$ cat src/rtl/mc_control_fsm.sv
// Multi-cycle control FSM for the MIPS-subset datapath: sequences IF/ID/EXE/MEM/WB,
// with a data-memory ready handshake and timeout, sticky HALT, illegal-opcode trap and retire counter.
module mc_control_fsm #(
    parameter bit MEM_WAIT_EN  = 1'b1,
    parameter int WAIT_TIMEOUT = 16,
    parameter int CNT_W        = 32
) (
    input  logic             CLK,
    input  logic             RST,
    input  logic [5:0]       Op,
    input  logic             zero,
    input  logic             mem_ready,
    output logic             PCWre,
    output logic             IRWre,
    output logic             InsMemRW,
    output logic             ExtSel,
    output logic             RegWre,
    output logic             WrRegDSrc,
    output logic             ALUSrcA,
    output logic             ALUSrcB,
    output logic             DBDataSrc,
    output logic [1:0]       RegDst,
    output logic [1:0]       PCSrc,
    output logic [2:0]       ALUOp,
    output logic             RD,
    output logic             WR,
    output logic [3:0]       state,
    output logic             halted,
    output logic             illegal,
    output logic             mem_fault,
    output logic [CNT_W-1:0] instr_cnt
);

    typedef enum logic [3:0] {
        S_IF     = 4'd0,
        S_ID     = 4'd1,
        S_EXE_LS = 4'd2,
        S_MEM    = 4'd3,
        S_WB_LD  = 4'd4,
        S_EXE_BR = 4'd5,
        S_EXE_AL = 4'd6,
        S_WB_AL  = 4'd7,
        S_HALT   = 4'd8
    } state_t;

    localparam logic [5:0] OP_ADD  = 6'b000000;
    localparam logic [5:0] OP_SUB  = 6'b000001;
    localparam logic [5:0] OP_ADDI = 6'b000010;
    localparam logic [5:0] OP_OR   = 6'b010000;
    localparam logic [5:0] OP_AND  = 6'b010001;
    localparam logic [5:0] OP_ORI  = 6'b010010;
    localparam logic [5:0] OP_SLL  = 6'b011000;
    localparam logic [5:0] OP_SLT  = 6'b100110;
    localparam logic [5:0] OP_SLTU = 6'b100111;
    localparam logic [5:0] OP_SW   = 6'b110000;
    localparam logic [5:0] OP_LW   = 6'b110001;
    localparam logic [5:0] OP_BEQ  = 6'b110100;
    localparam logic [5:0] OP_BNE  = 6'b110101;
    localparam logic [5:0] OP_J    = 6'b111000;
    localparam logic [5:0] OP_JR   = 6'b111001;
    localparam logic [5:0] OP_JAL  = 6'b111010;
    localparam logic [5:0] OP_HALT = 6'b111111;

    localparam logic [2:0] ALU_ADD  = 3'b000;
    localparam logic [2:0] ALU_SUB  = 3'b001;
    localparam logic [2:0] ALU_SLTU = 3'b010;
    localparam logic [2:0] ALU_SLT  = 3'b011;
    localparam logic [2:0] ALU_SLL  = 3'b100;
    localparam logic [2:0] ALU_OR   = 3'b101;
    localparam logic [2:0] ALU_AND  = 3'b110;

    // Wide enough to hold WAIT_TIMEOUT itself; the timeout fires on the cycle
    // whose increment would bring the count up to WAIT_TIMEOUT.
    localparam int WCW = $clog2(WAIT_TIMEOUT + 2);
    localparam logic [WCW-1:0] WAIT_LAST = WCW'((WAIT_TIMEOUT > 0) ? WAIT_TIMEOUT - 1 : 0);

    state_t           state_q;
    state_t           state_d;
    logic [WCW-1:0]   wait_cnt;
    logic             is_alu;
    logic             is_ls;
    logic             is_br;
    logic             is_jmp;
    logic             is_halt;
    logic             is_legal;
    logic [2:0]       alu_code;
    logic             mem_done;
    logic             timeout_hit;
    logic             drive_dp;
    logic             alu_hold;

    always_comb begin
        is_alu   = 1'b0;
        is_ls    = 1'b0;
        is_br    = 1'b0;
        is_jmp   = 1'b0;
        is_halt  = 1'b0;
        alu_code = ALU_ADD;
        case (Op)
            OP_ADD, OP_ADDI: begin is_alu = 1'b1; alu_code = ALU_ADD;  end
            OP_SUB:          begin is_alu = 1'b1; alu_code = ALU_SUB;  end
            OP_OR, OP_ORI:   begin is_alu = 1'b1; alu_code = ALU_OR;   end
            OP_AND:          begin is_alu = 1'b1; alu_code = ALU_AND;  end
            OP_SLL:          begin is_alu = 1'b1; alu_code = ALU_SLL;  end
            OP_SLT:          begin is_alu = 1'b1; alu_code = ALU_SLT;  end
            OP_SLTU:         begin is_alu = 1'b1; alu_code = ALU_SLTU; end
            OP_SW, OP_LW:    begin is_ls  = 1'b1; alu_code = ALU_ADD;  end
            OP_BEQ, OP_BNE:  begin is_br  = 1'b1; alu_code = ALU_SUB;  end
            OP_J, OP_JR, OP_JAL: is_jmp  = 1'b1;
            OP_HALT:             is_halt = 1'b1;
            default: ;
        endcase
    end

    assign is_legal = is_alu | is_ls | is_br | is_jmp | is_halt;

    // Memory handshake: in MEM the access is complete on any cycle where
    // mem_ready=1; mem_ready is ignored in every other state, and entirely
    // when MEM_WAIT_EN=0 (MEM then lasts exactly one cycle).
    assign mem_done    = !MEM_WAIT_EN || mem_ready;
    assign timeout_hit = (WAIT_TIMEOUT != 0) && (state_q == S_MEM) && !mem_done
                         && (wait_cnt == WAIT_LAST);

    always_ff @(posedge CLK) begin
        if (!RST) begin
            state_q   <= S_IF;
            wait_cnt  <= '0;
            instr_cnt <= '0;
            illegal   <= 1'b0;
            mem_fault <= 1'b0;
        end else begin
            state_q <= state_d;
            if (state_q == S_EXE_LS) begin
                wait_cnt <= '0;
            end else if (state_q == S_MEM && !mem_done) begin
                wait_cnt <= wait_cnt + WCW'(1);
            end
            if (PCWre) begin
                instr_cnt <= instr_cnt + CNT_W'(1);
            end
            if (state_q == S_ID && !is_legal) begin
                illegal <= 1'b1;
            end
            if (timeout_hit) begin
                mem_fault <= 1'b1;
            end
        end
    end

    always_comb begin
        state_d   = state_q;
        PCWre     = 1'b0;
        IRWre     = 1'b0;
        InsMemRW  = 1'b0;
        RegWre    = 1'b0;
        WrRegDSrc = 1'b0;
        DBDataSrc = 1'b0;
        RegDst    = 2'b00;
        PCSrc     = 2'b00;
        RD        = 1'b1;
        WR        = 1'b1;
        case (state_q)
            S_IF: begin
                IRWre    = 1'b1;
                InsMemRW = 1'b1;
                state_d  = S_ID;
            end
            S_ID: begin
                if (is_halt) begin
                    state_d = S_HALT;
                end else if (is_ls) begin
                    state_d = S_EXE_LS;
                end else if (is_br) begin
                    state_d = S_EXE_BR;
                end else if (is_alu) begin
                    state_d = S_EXE_AL;
                end else begin
                    // Jumps and undefined opcodes retire here; undefined ones fall through to PC+4.
                    state_d = S_IF;
                    PCWre   = 1'b1;
                    if (Op == OP_J || Op == OP_JAL) begin
                        PCSrc = 2'b11;
                    end else if (Op == OP_JR) begin
                        PCSrc = 2'b10;
                    end
                    if (Op == OP_JAL) begin
                        RegWre    = 1'b1;
                        RegDst    = 2'b00;
                        WrRegDSrc = 1'b0;
                    end
                end
            end
            S_EXE_LS: state_d = S_MEM;
            S_MEM: begin
                RD = (Op != OP_LW);
                WR = (Op != OP_SW);
                if (mem_done) begin
                    if (Op == OP_LW) begin
                        state_d = S_WB_LD;
                    end else begin
                        state_d = S_IF;
                        PCWre   = 1'b1;
                    end
                end else if (timeout_hit) begin
                    state_d = S_HALT;
                end
            end
            S_WB_LD: begin
                RegWre    = 1'b1;
                RegDst    = 2'b01;
                WrRegDSrc = 1'b1;
                DBDataSrc = 1'b1;
                PCWre     = 1'b1;
                state_d   = S_IF;
            end
            S_EXE_BR: begin
                PCWre = 1'b1;
                if ((Op == OP_BEQ && zero) || (Op == OP_BNE && !zero)) begin
                    PCSrc = 2'b01;
                end
                state_d = S_IF;
            end
            S_EXE_AL: state_d = S_WB_AL;
            S_WB_AL: begin
                RegWre    = 1'b1;
                WrRegDSrc = 1'b1;
                RegDst    = (Op == OP_ADDI || Op == OP_ORI) ? 2'b01 : 2'b10;
                PCWre     = 1'b1;
                state_d   = S_IF;
            end
            S_HALT: state_d = S_HALT;
            default: state_d = S_IF;
        endcase
    end

    // Operand-path selects follow the decoded Op from ID to writeback; the ALU
    // code only from execute onward.
    assign drive_dp = (state_q != S_IF) && (state_q != S_HALT);
    assign alu_hold = drive_dp && (state_q != S_ID);
    assign ExtSel   = drive_dp && !(Op == OP_ORI || Op == OP_SLL);
    assign ALUSrcA  = drive_dp && (Op == OP_SLL);
    assign ALUSrcB  = drive_dp && (Op == OP_ADDI || Op == OP_ORI || Op == OP_LW || Op == OP_SW);
    assign ALUOp    = alu_hold ? alu_code : ALU_ADD;

    assign state  = state_q;
    assign halted = (state_q == S_HALT);

endmodule

$ cat config.mk
export PLATFORM = sky130hd
export DESIGN_NAME = mc_control_fsm
export DESIGN_NICKNAME = d
export VERILOG_FILES = /design/src/rtl/mc_control_fsm.sv
export SDC_FILE = /design/constraint.sdc
export NUM_CORES = 1
export LEC_CHECK = 0
export CAP_MARGIN = 10
export CORE_MARGIN = 2
export CORE_UTILIZATION = 46
export DETAILED_ROUTE_END_ITERATION = 8
export MAX_ROUTING_LAYER = met4
export PLACE_DENSITY = 0.77
export SLEW_MARGIN = 20
export SYNTH_ARGS = -nofsm -noshare
export SYNTH_HDL_FRONTEND = slang
export SYNTH_SLANG_ARGS = --single-unit
$ cat constraint.sdc
create_clock -name CLK -period 1.8 [get_ports CLK]
set_clock_uncertainty 0.05 [all_clocks]
set_input_delay 0.18 -clock CLK [delete_from_list [all_inputs] [get_ports CLK]]
set_output_delay 0.18 -clock CLK [all_outputs]
set_load 0.02 [all_outputs]
==> summary.md, run 1 <==
| Metric | Value |
|---|---|
| Outcome | finished with violations |
| Failing checks | negative setup slack |
| Inserted Diodes | 0 |
| R2R depth | 11 |
| Average cell area after synthesis | 8.06 µm² |
| Vias in the first global route | 3531 |
| Clock Path Buffers | 2 |
| # fillers | 279 |
| Via count | 3720 |
| Fin util | 87.8% |
| Pwr/cell area | 411 nW/µm² |
| Worst Path Arrival | 2150 ps |
| Multiplexer share of the synthesized area | 10.6% |
| IO Port Bufs | 66 |
| Setup slack, reg-to-reg | -560 ps |
| Antenna Nets Post-Route | 0 |
| Synth Area in Compound Gates | 18.5% |
| Nets | 551 |
| Synth Flop Type | dfxtp_1 |
| Share of cells above drive strength 1 | 48.2% |
| Adder-Cell Fraction of Synth Area | 1.62% |
| XOR/XNOR share of the synthesized area | 1.50% |
| Drt total wl | 12.9 mm |
| Synth cell types | 51 |
| Met2 Use GR | 55.7% |
| First-pass GRT wire length | 16.9 mm |
| Starting density of the core | 46.9% |
| Final Hold Vio Count | 0 |
| Fin crit period | 2380 ps |
| Final hold slack | 127 ps |
| CTS tree | done |
| Area growth syn-to-layout | 87.2% |
| DRC viols | 0 |
| Reg-to-Reg Start | state[3] |
| Site row count | 29 |
| Worst slew pin tran | 487 ps |
| Wire per inst | 20.9 µm |
| Crit Path Class | flop to output port |
| Hold path startpoint | RST |
| Core area | 6240 µm² |
| Post-DP HPWL | 6.39 mm |
| Die X | 83.8 µm |
| CTS root buffer | clkbuf_8 |
| Ys async rst share | 0% |
| Worst vdd ir | 466 µV |
| Die footprint | 7020 µm² |
| Critical R2R Capture | instr_cnt[27] |
| Vias per cell | 6.04 |
| Area leader, netlist | dfxtp_1 |
| CP endpoint kind | output port |
| I/O Pins | 67 |
| Htree depth | 2 |
| Largest cells by area after synthesis | dfxtp_1, mux2i_1, nand2_1 |
| LEAKAGE | 1.97 nW |
| CP Launch Type | flop |
| Number of enable flip-flop cells after synthesis | 0 |
| Max Cap Violations | 0 |
| Initial antenna violation count | 0 |
| Grt ovf | 0 |
| Fin worst setup slack | -584 ps |
| GRT met1 Usage | 33.0% |
| Worst-path clk slew | 90 ps |
| Clock sinks | 43 |
| DRT iter0 DRCs | 243 |
| Worst Hold End | state[2] |
| Post-synthesis cell count | 363 |
| Slew Viols, Final | 0 |
| Crit-path max FO | 3 |
| Pin count of the biggest net entering global routing | 41 |
| HP Class | input pin to flop |
| Peak Freq | 419 MHz |
| Clk_lat worst skew | 300 ps |
| YS warnings | 0 |
| Num CTS Buffers | 5 |
| Pre-CTS WS | -915 ps |
| Register Area | 876 µm² |
| #FFs+latches synth | 43 |
| Gr usage total | 30.0% |
| Simple-gate share of the synthesized area | 31.8% |
| Grt peak-use layer | met2 |
| GP Congestion | 0.892 |
| Final setup violation count | 60 |
| Post-synthesis sequential area ratio | 29.4% |
| RSZ-0062 raised after global routing | yes |
| Tcrit/Tclk final | 132% |
| Post-synthesis cell area | 2930 µm² |
| Multi-input combinational cell area | 2550 µm² |
| Hold Path Depth | 2 |
| Critical path required time | 1570 ps |
| Yosys top cell area share | 29.4% |
| Die Ht | 83.8 µm |
| Initial DRT Pass Iterations | 5 |
| Largest family of logic cells by synthesized area | simple AND/OR/NAND/NOR gates |
| Rel. slew slack | 67.4% |
| Syn nets | 376 |
| GRT met3 Usage | 4.25% |
## sequential cells by signal, indices dropped and copies added (netlist names)
| signal | cells |
|---|---|
| instr_cnt | 32 |
| state | 4 |
| illegal | 1 |
| wait_cnt | 5 |
| mem_fault | 1 |
## synth_stat cells, types with 3 or more instances
library cell	number
nor3_1	10
a21boi_0	4
nand3b_1	3
a211oi_1	10
xor2_1	4
nand2b_1	27
buf_2	7
mux2i_1	31
and2_1	3
nand4_1	12
buf_6	3
clkbuf_1	10
dfxtp_1	43
nor2b_1	3
inv_1	17
a21oi_1	30
ha_1	3
buf_4	3
nand2_1	53
o21ai_0	4
nand3_1	19
a211oi_2	4
nor2_1	17
or3_1	7
## power by group
part | internal [W] | leakage (nW) | switching (W)
logic | 0.000299 | 1.57 | 0.000350
registers | 0.000964 | 0.351 | 0.0000121
clock network | 0.000272 | 0.0412 | 0.000352
total | 0.00154 | 1.97 | 0.000714
## layout by cell type, fill, tap and decap left out, types with 5 or more instances in the layout
master           count
buf_4               91
nand2_1             50
buf_6               41
clkdlybuf4s50_1     37
dfxtp_1             35
mux2i_1             31
nand2b_1            24
inv_1               14
a21oi_4             14
nor2_1              13
nand4_1             12
a21oi_1             11
nand3_1             11
a211oi_4             8
dfxtp_2              6
a211oi_2             5
a21oi_2              5
clkbuf_8             5
dlygate4sd2_1        5
## worst max-delay path: stages (launching register included)
cell	delay, ps
dfxtp_2	350
nor4b_4	400
o21a_4	190
nand4_1	120
or3_4	370
buf_4	160
o21bai_4	130
buf_6	130
## how the worst max path moves through the flow
stage,start,end,slack (ps),cells past startpoint
finish,state[3],RegWre,-580,7
global route,state[3],instr_cnt[27],-640,10
CTS,state[1],PCSrc[0],-510,6
detailed placement,Op[1],PCSrc[0],-910,7
global placement,Op[1],PCSrc[0],-840,8
floorplan,state[2],PCSrc[0],-300,6
## stage by stage
stage	power (W)	TNS, ps	instances	area [µm²]
after floorplan	0.00125	-1950	363	3150
after global routing	0.00231	-23650	616	5480
after global placement	0.00143	-25550	562	4370
after CTS	0.00218	-9760	602	5030
final	0.00225	-20930	616	5480
after detailed placement	0.00144	-27760	562	4370
## cell families (layout without fill, tap and decap cells)
logic type / count (synthesis) / after routing
and+or+nand+nor: 170 / 170
AOI/OAI and AO/OA: 70 / 70
DFF: 43 / 43
buffers and inverters: 40 / 216
muxes: 31 / 31
xor gates and xnor gates: 5 / 5
adders and majority gates: 4 / 4
## layer usage
| metal | vias to the layer above | share of wire, % |
|---|---|---|
| li1 | 1628 | - |
| met1 | 1783 | 36 |
| met2 | 225 | 53 |
| met3 | 84 | 5.7 |
| met4 | 0 | 5.4 |
| met5 | - | 0 |
## final cells by class
cell class | count | area share [%]
multi-input combinational | 280 | 46.6
timing repair buffer | 191 | 32.9
sequential | 43 | 16.0
tap | 77 | 1.76
clock buffer | 6 | 1.32
inverter | 17 | 1.21
clock inverter | 2 | 0.228
## repair_timing
action | in CTS | in global routing
setup endpoints to repair | 54 | 61
hold buffers | 0 | 0
gates cloned | 1 | 1
pin swaps | 16 | 35
gates resized for setup | 186 | 76
setup buffers | 31 | 22
hold endpoints to repair | 0 | 0
Power figures use the tool's default switching activity.
==> inputs of run 2 (changes only) <==
--- a/config.mk
+++ b/config.mk
@@ -6,11 +6,13 @@
 export NUM_CORES = 1
 export LEC_CHECK = 0
 export CAP_MARGIN = 10
+export CELL_PAD_IN_SITES_DETAIL_PLACEMENT = 1
+export CELL_PAD_IN_SITES_GLOBAL_PLACEMENT = 2
 export CORE_MARGIN = 2
-export CORE_UTILIZATION = 46
+export CORE_UTILIZATION = 26
 export DETAILED_ROUTE_END_ITERATION = 8
 export MAX_ROUTING_LAYER = met4
-export PLACE_DENSITY = 0.77
+export PLACE_DENSITY_LB_ADDON = 0.1
 export SLEW_MARGIN = 20
 export SYNTH_ARGS = -nofsm -noshare
 export SYNTH_HDL_FRONTEND = slang
==> run 2 against run 1 <==
Compared with the run above:
- the run still ends with negative setup slack left
- sequential power barely moved
- clock power rose by 52%
- sequential cell count did not move
- clock-buffer cell count fell by 1
- die area rose by 73%
- combinational power fell by 7.6%
- worst setup slack improved by 110 ps
- first-iteration DRC count fell by 66%
- largest cell class unchanged
- largest power group unchanged
==> summary.md, run 2 (synthesis results as in run 1) <==
| Metric | Value |
|---|---|
| Worst slew pin tran | 482 ps (-4.66 ps) |
| CP bufs+invs | 1 (-1) |
| Multi-input combinational cell area | 2500 µm² (-1.9%) |
| CP Launch Type | flop |
| Register Area | 876 µm² (unchanged) |
| Vias in the first global route | 3538 (+0.20%) |
| Initial DRT Pass Iterations | 4 (-1) |
| Fin util | 51.4% (-36 points) |
| Rel. slew slack | 67.7% (+0.29 points) |
| Num CTS Buffers | 5 (unchanged) |
| Site row count | 38 (+31%) |
| Gr usage total | 19.2% (-11 points) |
| Die footprint | 12100 µm² (+73%) |
| Share of cells above drive strength 1 | 48.4% (+0.12 points) |
| CTS root buffer | clkbuf_8 |
| Initial antenna violation count | 0 (unchanged) |
| Die X | 110 µm (+31%) |
| Inserted Diodes | 0 (unchanged) |
| First-pass GRT wire length | 17.7 mm (+4.6%) |
| Worst-path clk slew | 90 ps (about the same) |
| GP Congestion | 0.825 (-7.5%) |
| Vias per cell | 4.82 (-20%) |
| Final Hold Vio Count | 0 (unchanged) |
| Htree depth | 2 (unchanged) |
| Antenna Nets Post-Route | 0 (unchanged) |
| Clock sinks | 43 (unchanged) |
| Total power | 0.00252 W (+12%) |
| IO Port Bufs | 66 (unchanged) |
| Drt total wl | 11.3 mm (-12%) |
| LEAKAGE | 2.04 nW (+3.5%) |
| Grt ovf | 0 (unchanged) |
| Critical path required time | 1570 ps (about the same) |
| Outcome | finished with violations |
| RSZ-0062 raised after global routing | yes |
| DRT iter0 DRCs | 82 (-66%) |
| Worst Path Arrival | 2050 ps (-100 ps) |
| Delay-heaviest family, CP | simple AND/OR/NAND/NOR gates |
| Peak Freq | 439 MHz (+4.6%) |
| Commonest non-fill, non-tap cell in the layout | buf_4 |
| Final hold slack | 218 ps (+91.4 ps) |
| Setup_tns | -10750 ps (+10180 ps) |
| Nets | 560 (+1.6%) |
| Routed length on met3 | 289 µm (-61%) |
| I/O Pins | 67 (unchanged) |
| Met2 wire length | 6.32 mm (-7.8%) |
| Most frequent cells in the layout | buf_4, nand2_1, buf_6 |
| Area growth syn-to-layout | 91.3% |
| Max Used Layer | met4 |
| Post-cts hold buffer count | 0 (unchanged) |
| HP Class | input pin to flop |
| Core area | 10900 µm² (+74%) |
| Crit Path Class | flop to output port |
| Via count | 3318 (-11%) |
| Final setup violation count | 51 (-15%) |
| Wire per inst | 16.4 µm (-21%) |
| Starting density of the core | 26.9% (-20 points) |
| M1 wire length | 4.59 mm (about the same) |
| Max Cap Violations | 0 (unchanged) |
| CP max-delay cell | or3_4 |
| Largest reg by FF count | instr_cnt |
| Clock Path Buffers | 2 (unchanged) |
| CTS tree | done |
| DRC viols | 0 (unchanged) |
| Pin count of the biggest net entering global routing | 23 (-44%) |
| CP Cell Sequence | nor4b_4 -> o21a_4 -> nand4_1 -> or3_4 -> a211oi_4 -> buf_6 |
| Max FFs per register | 32 (unchanged) |
| Post-DP HPWL | 7.88 mm (+23%) |
| Slew Viols, Final | 0 (unchanged) |
| Pwr/cell area | 450 nW/µm² (+9.6%) |
| Crit-path max FO | 2 (-1) |
| Failing checks | negative setup slack |
| # fillers | 1268 (+350%) |
| Die Ht | 110 µm (+31%) |
| Fin crit period | 2280 ps (-106 ps) |
| Fin worst setup slack | -478 ps (+106 ps) |
| Worst vdd ir | 380 µV (-18%) |
| CP max stage delay | 370 ps (-30 ps) |
| Clk_lat worst skew | 310 ps (about the same) |
| Tcrit/Tclk final | 127% (-5.9 points) |
| CP endpoint kind | output port |
[run 2: cell count changes in the layout (fill, tap and decap cells not counted), sizes merged]
cell           delta
clkinvlp          -1
inv               +1
clkdlybuf4s15     -3
buf              +10
clkinv            -1
dlymetal6s2s      +1
bufinv            +2
[run 2: cell type report]
type / instances / area share [%]
tap: 140 / 3.13
inverter: 17 / 1.32
sequential: 43 / 15.6
timing repair buffer: 200 / 32.7
clock inverter: 3 / 1.27
clock buffer: 5 / 1.23
multi-input combinational: 280 / 44.7
[run 2: path summary, 6_finish.rpt]
check / start / to / slack [ps] / cells past startpoint
min: RST / state[2] / 220 / 2
max: state[2] / PCSrc[0] / -480 / 6
max reg2reg: state[1] / instr_cnt[13] / -390 / 10
min reg2reg: instr_cnt[5] / instr_cnt[5] / 430 / 2
[run 2: power by group]
part | switching [W] | total [W] | internal (W)
clock | 0.000384 | 0.000947 | 0.000564
sequential | 0.0000111 | 0.000974 | 0.000963
combinational | 0.000313 | 0.000600 | 0.000287
total | 0.000707 | 0.00252 | 0.00181
[run 2: metrics by stage]
step | std cells | setup slack, ps | cell area (µm²)
after global placement | 644 | -881 | 4600
after detailed placement | 644 | -915 | 4600
after CTS | 673 | -500 | 5250
final | 688 | -478 | 5600
after floorplan | 363 | -295 | 3150
after global routing | 688 | -566 | 5600
[run 2: what timing repair did]
item | in CTS | in global routing
endpoints found under the setup margin | 54 | 61
setup buffers | 21 | 22
pin swaps | 13 | 27
resized for setup | 185 | 76
[run 2: layer usage]
layer  vias to the layer above  track usage (%)
met5                         -                -
met4                         0             4.91
met3                         9             2.41
met2                        49             35.1
met1                      1618             22.0
li1                       1642                -
